<file path="src/rtl/msg_pkg.sv">
// Shared constants and state encoding for the OPB message parser and the
// response framer (msg_write). The frame layout is the same in both
// directions: header, 4 address bytes, 4 data bytes, then the inverted
// header as the tail.
package msg_pkg;

    // Default frame headers; the tail of each frame is the bitwise inverse.
    localparam logic [7:0] HDR_WR  = 8'h5A;
    localparam logic [7:0] HDR_RD  = 8'h5B;
    localparam logic [7:0] TAIL_WR = ~HDR_WR;
    localparam logic [7:0] TAIL_RD = ~HDR_RD;

    // Bytes per frame: header + 4 address + 4 data + tail.
    localparam int FRAME_LEN = 10;

    // Byte positions inside a frame.
    localparam logic [3:0] BYTE_HDR  = 4'd0;
    localparam logic [3:0] BYTE_TAIL = 4'(FRAME_LEN - 1);

    // Framer states.
    typedef enum logic [1:0] {
        ST_IDLE    = 2'd0,
        ST_WAIT_RD = 2'd1,
        ST_SEND    = 2'd2,
        ST_DONE    = 2'd3
    } msg_state_t;

    // Tail byte belonging to a given header.
    function automatic logic [7:0] tail_of(input logic [7:0] hdr);
        return ~hdr;
    endfunction

endpackage

</file>
<file path="src/rtl/msg_frame_mux.sv">
// Combinational byte selector: picks frame byte byte_idx out of
// {header, addr, data, ~header}. Indices past the tail return 8'h00.
module msg_frame_mux
    import msg_pkg::*;
(
    input  logic [7:0]  header,
    input  logic [31:0] addr,
    input  logic [31:0] data,
    input  logic [3:0]  byte_idx,
    output logic [7:0]  frame_byte
);

    // Byte map: 0 header, 1-4 address MSB first, 5-8 data MSB first, 9 tail.
    always_comb begin
        frame_byte = 8'h00;
        case (byte_idx)
            4'd0:    frame_byte = header;
            4'd1:    frame_byte = addr[31:24];
            4'd2:    frame_byte = addr[23:16];
            4'd3:    frame_byte = addr[15:8];
            4'd4:    frame_byte = addr[7:0];
            4'd5:    frame_byte = data[31:24];
            4'd6:    frame_byte = data[23:16];
            4'd7:    frame_byte = data[15:8];
            4'd8:    frame_byte = data[7:0];
            4'd9:    frame_byte = tail_of(header);
            default: frame_byte = 8'h00;
        endcase
    end

endmodule

</file>
<file path="src/rtl/msg_write.sv">
// Response framer placed after the OPB message parser. Each accepted read or
// write strobe produces one 10-byte frame pushed into the UART TX FIFO.
// Reads wait RD_LATENCY cycles for the register bank before sending.
// Build option: MSG_WRITE_WR_ACK_EN -- when defined, write strobes produce an
// echo acknowledge frame; when undefined, OPB_WE alone is ignored.
module msg_write #(
    parameter int unsigned RD_LATENCY = 1,
    parameter logic [7:0]  HDR_WR     = msg_pkg::HDR_WR,
    parameter logic [7:0]  HDR_RD     = msg_pkg::HDR_RD
) (
    input  logic        OPB_CLK,
    input  logic        OPB_RST_N,
    input  logic        OPB_RE,
    input  logic        OPB_WE,
    input  logic [31:0] OPB_ADDR,
    input  logic [31:0] OPB_DO,
    input  logic [31:0] OPB_DI,
    output logic        TX_FIFO_WR,
    output logic [7:0]  TX_FIFO_DATA,
    input  logic        TX_FIFO_FULL,
    output logic        BUSY,
    output logic        DROP_PULSE,
    output logic [15:0] FRAME_CNT
);

    import msg_pkg::*;

    // Countdown start so that OPB_DI is sampled exactly RD_LATENCY cycles
    // after the strobe cycle (WAIT_RD is entered one cycle after the strobe).
    localparam logic [3:0] LAT_INIT = 4'(RD_LATENCY - 1);

    msg_state_t  state;
    logic [7:0]  hdr_reg;
    logic [31:0] addr_reg;
    logic [31:0] data_reg;
    logic [3:0]  lat_cnt;
    logic [3:0]  byte_idx;
    logic [15:0] frame_cnt_reg;
    logic        drop_reg;
    logic        we_req;
    logic        strobe_any;
    logic        send_byte;
    logic [7:0]  mux_byte;

`ifdef MSG_WRITE_WR_ACK_EN
    assign we_req = OPB_WE;
`else
    // Write strobes never start a frame in this build; the write data is
    // therefore unused and only folded into a sink signal.
    logic unused_wdata;
    assign we_req       = 1'b0;
    assign unused_wdata = ^OPB_DO;
`endif

    // Any request that would start a frame; both-high is caught separately.
    assign strobe_any = OPB_RE | we_req;
    assign send_byte  = (state == ST_SEND) && !TX_FIFO_FULL;

    msg_frame_mux u_frame_mux (
        .header     (hdr_reg),
        .addr       (addr_reg),
        .data       (data_reg),
        .byte_idx   (byte_idx),
        .frame_byte (mux_byte)
    );

    // FIFO write side follows the state directly so back-pressure stalls
    // the very byte being presented, never skipping or repeating one.
    assign TX_FIFO_WR   = send_byte;
    assign TX_FIFO_DATA = (state == ST_SEND) ? mux_byte : 8'h00;
    assign BUSY         = (state != ST_IDLE);
    assign DROP_PULSE   = drop_reg;
    assign FRAME_CNT    = frame_cnt_reg;

    // Framer state machine: request capture, read latency wait, byte
    // serialisation and end-of-frame bookkeeping.
    always_ff @(posedge OPB_CLK or negedge OPB_RST_N) begin
        if (!OPB_RST_N) begin
            state         <= ST_IDLE;
            hdr_reg       <= 8'h00;
            addr_reg      <= 32'h0;
            data_reg      <= 32'h0;
            lat_cnt       <= 4'd0;
            byte_idx      <= 4'd0;
            frame_cnt_reg <= 16'd0;
            drop_reg      <= 1'b0;
        end else begin
            // Simultaneous RE/WE is illegal in IDLE; outside IDLE any new
            // request is discarded so the frame in flight is untouched.
            drop_reg <= (state == ST_IDLE) ? (OPB_RE & OPB_WE) : strobe_any;

            case (state)
                ST_IDLE: begin
                    if (OPB_RE && OPB_WE) begin
                        state <= ST_IDLE;
                    end else if (OPB_RE) begin
                        addr_reg <= OPB_ADDR;
                        hdr_reg  <= HDR_RD;
                        lat_cnt  <= LAT_INIT;
                        state    <= ST_WAIT_RD;
                    end else if (we_req) begin
                        addr_reg <= OPB_ADDR;
                        data_reg <= OPB_DO;
                        hdr_reg  <= HDR_WR;
                        state    <= ST_SEND;
                    end
                end

                ST_WAIT_RD: begin
                    if (lat_cnt == 4'd0) begin
                        data_reg <= OPB_DI;
                        state    <= ST_SEND;
                    end else begin
                        lat_cnt <= lat_cnt - 4'd1;
                    end
                end

                ST_SEND: begin
                    if (send_byte) begin
                        if (byte_idx == BYTE_TAIL) begin
                            state <= ST_DONE;
                        end else begin
                            byte_idx <= byte_idx + 4'd1;
                        end
                    end
                end

                ST_DONE: begin
                    frame_cnt_reg <= frame_cnt_reg + 16'd1;
                    byte_idx      <= BYTE_HDR;
                    state         <= ST_IDLE;
                end

                default: begin
                    state <= ST_IDLE;
                end
            endcase
        end
    end

endmodule

</file>
<file path="config.mk">
export PLATFORM = sky130hd
export DESIGN_NAME = msg_write
export DESIGN_NICKNAME = d
export VERILOG_FILES = /design/src/rtl/msg_pkg.sv /design/src/rtl/msg_frame_mux.sv /design/src/rtl/msg_write.sv
export SDC_FILE = /design/constraint.sdc
export NUM_CORES = 1
export LEC_CHECK = 0
export ABC_AREA = 1
export CORE_MARGIN = 2
export CORE_UTILIZATION = 35
export CTS_CLUSTER_DIAMETER = 50
export DETAILED_ROUTE_END_ITERATION = 8
export GPL_ROUTABILITY_DRIVEN = 0
export HOLD_SLACK_MARGIN = 0.12
export PLACE_DENSITY = 0.57
export SLEW_MARGIN = 20
export SYNTH_ARGS = -nofsm -noshare
export SYNTH_HDL_FRONTEND = slang
export SYNTH_HIERARCHICAL = 1
export SYNTH_SLANG_ARGS = --single-unit
</file>
<file path="constraint.sdc">
create_clock -name OPB_CLK -period 2.05 [get_ports OPB_CLK]
set_input_delay 0.3075 -clock OPB_CLK [delete_from_list [all_inputs] [get_ports OPB_CLK]]
set_output_delay 0.3075 -clock OPB_CLK [all_outputs]
set_load 0.05 [all_outputs]
</file>
After elaboration in Yosys (flattened, before gate mapping)
Cells that the tools add are included.
{"block": "classes", "addsub": 3, "n_eq_ne": 20, "mux": 16, "n_bitwise": 3, "n_reduce_logical": 14}
{"cell": "case mux 8 bit (10 select lines)", "n": 1}
{"cell": "2-to-1 mux 4 bit", "n": 5}
{"cell": "adder 16 x 1 -> 16 bit (second input constant)", "n": 1}
{"cell": "equality test 4 x 3 -> 1 bit (second input constant)", "n": 4}
{"cell": "case mux 4 bit (2 select lines)", "n": 2}
{"cell": "!= test 2 bit (second input constant)", "n": 6}
{"cell": "2-to-1 mux 2 bit", "n": 5}
{"cell": "equality test 4 x 2 -> 1 bit (second input constant)", "n": 2}
{"cell": "equality test 4 bit (second input constant)", "n": 2}
{"cell": "logical NOT 4 bit", "n": 2}
{"cell": "2-to-1 mux 8 bit", "n": 1}
{"cell": "NOT 7 -> 8 bit", "n": 1}
{"cell": "case mux 2 bit (4 select lines)", "n": 1}
{"cell": "AND reduction 4 bit", "n": 2}
{"cell": "AND reduction 3 bit", "n": 2}
{"cell": "nonzero test 2 bit", "n": 3}
{"cell": "adder 4 x 1 -> 4 bit (second input constant)", "n": 1}
{"cell": "equality test 2 bit (second input constant)", "n": 2}
{"cell": "equality test 4 x 1 -> 1 bit (second input constant)", "n": 1}
{"cell": "subtractor 4 x 1 -> 4 bit (second input constant)", "n": 1}
{"cell": "!= test 3 x 2 -> 1 bit (second input constant)", "n": 1}
{"cell": "equality test 2 x 1 -> 1 bit (second input constant)", "n": 1}
{"cell": "logical AND 1 bit", "n": 2}
{"cell": "logical NOT 2 bit", "n": 1}
{"cell": "other kinds (6)", "n": 6}
{"block": "word_totals", "ff_bits": 92, "wordCells": 64}

Longest topological paths before layout
{"block": "logic_depth", "word_depth": 4, "mapped_depth": 9}

Modules after synthesis
The synthesis kept the hierarchy.
{"module": "msg_write", "n_inst": 1, "cells_each": 414, "area_each_um2": 4237.8, "seq_area_each_um2": 2302.2}
{"module": "msg_frame_mux", "n_inst": 1, "cells_each": 179, "area_each_um2": 908.4, "seq_area_each_um2": 0.0}

Worst setup path after synthesis
Ideal clock, no wire load.
{"block": "synth_timing", "path_type": "reg2reg", "start": "register state[0]", "end": "register byte_idx[2]", "arrival_ns": 1.712, "required_ns": 1.967, "path_slack_ns": 0.255, "path_stages_with_launch": 10, "n_path_buf": 1, "path_cell_list": "dfrtp_1 -> inv_1 -> ha_1 -> buf_4 -> inv_1 -> nor2_2 -> nand2_1 -> nand2_1 -> nand3_1 -> o21ai_0"}
{"block": "synth_via", "elab_chain_cells": 4, "word_cells_on_any_way": 8, "cone_classes": "4 x eq/ne; 1 x mux; 3 x reduce/logical"}
{"element": "from (decl)", "line_no": "msg_write.sv:32", "rtl": "msg_state_t state;"}
{"element": "from (signal assigned)", "line_no": "msg_write.sv:79", "rtl": "state <= ST_IDLE;"}
{"element": "from (signal assigned)", "line_no": "msg_write.sv:95", "rtl": "state <= ST_IDLE;"}
{"element": "from (signal assigned)", "line_no": "msg_write.sv:100", "rtl": "state <= ST_WAIT_RD;"}
{"element": "equality test 2 bit", "line_no": "msg_write.sv:57", "rtl": "assign send_byte = (state == ST_SEND) && !TX_FIFO_FULL;"}
{"element": "logical AND 1 bit", "line_no": "msg_write.sv:57"}
{"element": "net TX_FIFO_WR", "line_no": "msg_write.sv:18", "rtl": "output logic TX_FIFO_WR,"}
{"element": "!= test 2 bit (no source line)"}
{"element": "AND reduction 3 bit (no source line)"}
{"element": "to (signal assigned)", "line_no": "msg_write.sv:123", "rtl": "byte_idx <= byte_idx + 4'd1;"}
{"element": "to (decl)", "line_no": "msg_write.sv:37", "rtl": "logic [3:0] byte_idx;"}
The timed path passes the listed nets, and every way through them passes these cells.
A chain may end at the register's enable or synchronous reset.

Worst setup path in the final report
{"block": "layout_timing", "start": "register byte_idx[2]", "end": "output port TX_FIFO_DATA[2]"}
{"block": "layout_via", "elab_chain_cells": 3, "word_cells_on_any_way": 12, "cone_classes": "9 x eq/ne; 2 x mux; 1 x reduce/logical"}
{"element": "equality test 4 bit, or another cell as far along", "line_no": "msg_frame_mux.sv:16", "rtl": "case (byte_idx)"}
{"element": "case mux 8 bit (10 select lines) *", "line_no": "msg_frame_mux.sv:16"}
{"element": "net mux_byte[2]", "line_no": "msg_write.sv:43", "rtl": "logic [7:0] mux_byte;"}
{"element": "2-to-1 mux 8 bit *", "line_no": "msg_write.sv:70", "rtl": "assign TX_FIFO_DATA = (state == ST_SEND) ? mux_byte : 8'h00;"}
{"element": "to (decl)", "line_no": "msg_write.sv:19", "rtl": "output logic [7:0] TX_FIFO_DATA,"}
Mark *: on every way through the listed nets, which the timed path passes. The rest lies on a longest branch.

==> run metrics <==
Die Span Y=125.3 um; total of max-cap violations=0; CP max stage cell=dfrtp_2; critical path launch point type=register; Slew Limit Fails=0; Post-synth EDFFs=0; actual slew at the worst max-slew pin=0.5135 ns; H-Tree Depth=3; clk_lat worst skew=0.35 ns; CP startpoint=byte_idx[2]; Max Root-Sink Buffers=2; non-filler cells, final=892; setup TNS=-0.1548 ns; DP Area=6414 um^2; Die ar.=15690 um^2; post-synthesis sequential area ratio=44.74%; worst hold margin=0.4712 ns; Cell Rows=44; Final period util=103.0%; GRT Overall Usage=15.94%; Syn Area/Cell=8.678 um^2; Synth Cell Area=5146 um^2; port bufs=95; Core ar.=14420 um^2; Synth area leaders=dfrtp_1 (45%), nand2_1 (11%), mux2_4 (8.5%); Starting Density=35.68%; Achievable Freq=473.4 MHz; vias in the first global route=4116; clock-pin transition on the worst setup and hold timing paths=0.06 ns; Hold Path Class=in -> async; max_slew headroom=65.76%; Yosys reg bits=92; Iter 0 DRT Violations=280; post-DP HPWL=8782 um; post-place setup slack=0.1583 ns; maximum VDD drop=0.0006150 V; crit path time final=2.112 ns; delay-heaviest family, CP=simple AND/OR/NAND/NOR gates; CP max stage delay=0.44 ns; CP max FO=32; remaining global-route overflow=0; # diodes=0; DIE WIDTH=125.3 um; wire per inst=13.49 um; Setup Crit Path Kind=reg -> out; Seq pwr share=33.9%; Crit path arrival time=1.80 ns; Placed Cells=868; vias per inst=4.659; top flip-flop cell by instance count after synthesis=dfrtp_1; Yosys top cell area share=44.74%; Clock Tree Root=clkbuf_16; post-route ant nets=0; via count=4156; area grow syn2layout=32.29%; FF-to-FF Start=state[1]; worst setup margin=-0.06221 ns; fin nets=816; Mapped Cells=593; Leak=3.410 nW; RSZ-0062 raised after global routing=true; FFs w/ async S/R, synth=100.0%; skew final=0.006189 ns; crit-path cells=inv_2 -> nor2_4 -> buf_12 -> nand3_1 -> nand2_1 -> nor2_2 -> nand3_1 -> nand2_1 -> inv_2 -> buf_12; worst path required time=1.74 ns; Pint=0.005540 W; Final setup viols=8; Final Instance Area=6808 um^2; clk sink count=92; CTS buffer count=9; Synth area leader=dfrtp_1; Routed WL=12040 um; Combinational Power Share=49.7%; I/O pin total=128; largest net degree at the start of global routing=66; fraction of layout cells with a size suffix above 1=18.08%; failing checks=setup timing; Net Sw Frac=39.99%; P per Cell Area=1356 nW/um^2; Synth Warn #=6; Clock Power Share=16.3%; Net Switching=0.003693 W; 1st-pass router iterations=6; Remaining DRCs=0; first-pass GRT wire length=20120 um; Synth cell types=33; crit path buf inv count=4; TritonCTS clock tree=built; Critical Path Sink Type=output port; initial antenna violation count=0; Fin. Hold Viols=0; # fillers=1433; status=finished, violations left
[power groups by stage]
stage | clock network (W) | logic (W) | registers (W)
after CTS | 0.00156 | 0.00458 | 0.00314
final | 0.00151 | 0.00459 | 0.00313
after floorplan | 0 | 0.00296 | 0.00317
after global placement | 0 | 0.00427 | 0.00314
after detailed placement | 0 | 0.00436 | 0.00316
after global routing | 0.00164 | 0.00501 | 0.00324
[per-layer routing]
metal	global-route usage, %	part of all wire (%)
met3	3.423	4.7
met5	0	0
met1	21.20	46
met4	5.359	1.5
met2	25.93	48
[what timing repair did]
| action | CTS | global route |
|---|---|---|
| cloned | 0 | 1 |
| hold endpoints to repair | 35 | 0 |
| hold buffers | 1 | 0 |
| setup buffers | 7 | 0 |
| endpoints found under the setup margin | 8 | 8 |
| resized for setup | 22 | 7 |
| pin swaps | 9 | 3 |
[logic make-up after synthesis]
family	Yosys count	synth area share, %
and+or+nand+nor	295	26.72
muxes	32	9.117
DFF	92	44.74
other	1	0.07287
AOI/OAI and AO/OA	44	4.547
adders and majority gates	11	2.674
buffers and inverters	106	10.09
xor gates and xnor gates	12	2.042
[cells in the final DEF (no fill, tap or decap), types with 2 or more instances in the layout]
cell type	count
nand3b_1	7
buf_12	17
nor2_2	9
nand4_1	7
dfrtp_1	88
nor2_4	9
ha_1	11
buf_4	12
nand2_1	144
o21ai_1	23
xor2_1	10
nor2_1	24
dfrtp_2	4
nand2_2	8
nor3_1	3
xnor2_1	2
clkbuf_1	4
o21ai_2	2
conb_1	6
o21ai_0	15
mux2_4	29
clkbuf_16	9
inv_2	13
inv_1	71
clkdlybuf4s50_1	84
nand3_2	6
nand3_1	76
mux2_2	3
[synthesized netlist by cell type, types with 2 or more instances]
cell type and count:
xor2_1 10, mux2_2 3, nor2_2 3, nor2_4 8, ha_1 11, o21ai_2 2
nand4_1 7, nand2_2 2, nand2_1 150, dfrtp_1 92, xnor2_1 2, mux2_4 29
nor2_1 31, o21ai_0 15, nand3_1 77, inv_2 6, buf_6 11, nand3_2 5
inv_1 79, nor3_1 3, buf_4 7, nand3b_1 7, o21ai_1 23
[path summary, 6_finish.rpt]
| path | endpoint | slack, ns | cells past startpoint |
|---|---|---|---|
| max | TX_FIFO_DATA[2] | -0.06 | 10 |
| min | addr_reg[19] | 0.47 | 2 |
| max reg2reg | lat_cnt[0] | 0.41 | 7 |
| min reg2reg | data_reg[5] | 0.49 | 2 |
| max in group asynchronous | addr_reg[21] | 0.88 | 3 |
| min in group OPB_CLK | data_reg[5] | 0.49 | 2 |
[cell type report]
class | count | area [um^2] | area share, %
multi-input combinational | 400 | 2386 | 35.05
timing repair buffer | 116 | 1300 | 19.10
clock buffer | 14 | 254.0 | 3.731
sequential | 92 | 2307 | 33.89
clock inverter | 1 | 8.758 | 0.1287
inverter | 85 | 321.6 | 4.723
tap | 184 | 230.2 | 3.382
[through the flow]
stage / util [%] / total power [W]
after global routing: 47.20 / 0.009891
final: 47.20 / 0.009233
after CTS: 47.02 / 0.009275
after global placement: 44.47 / 0.007419
after detailed placement: 44.47 / 0.007521
after floorplan: - / 0.006129
No activity file was read; power rests on OpenSTA's default activity.
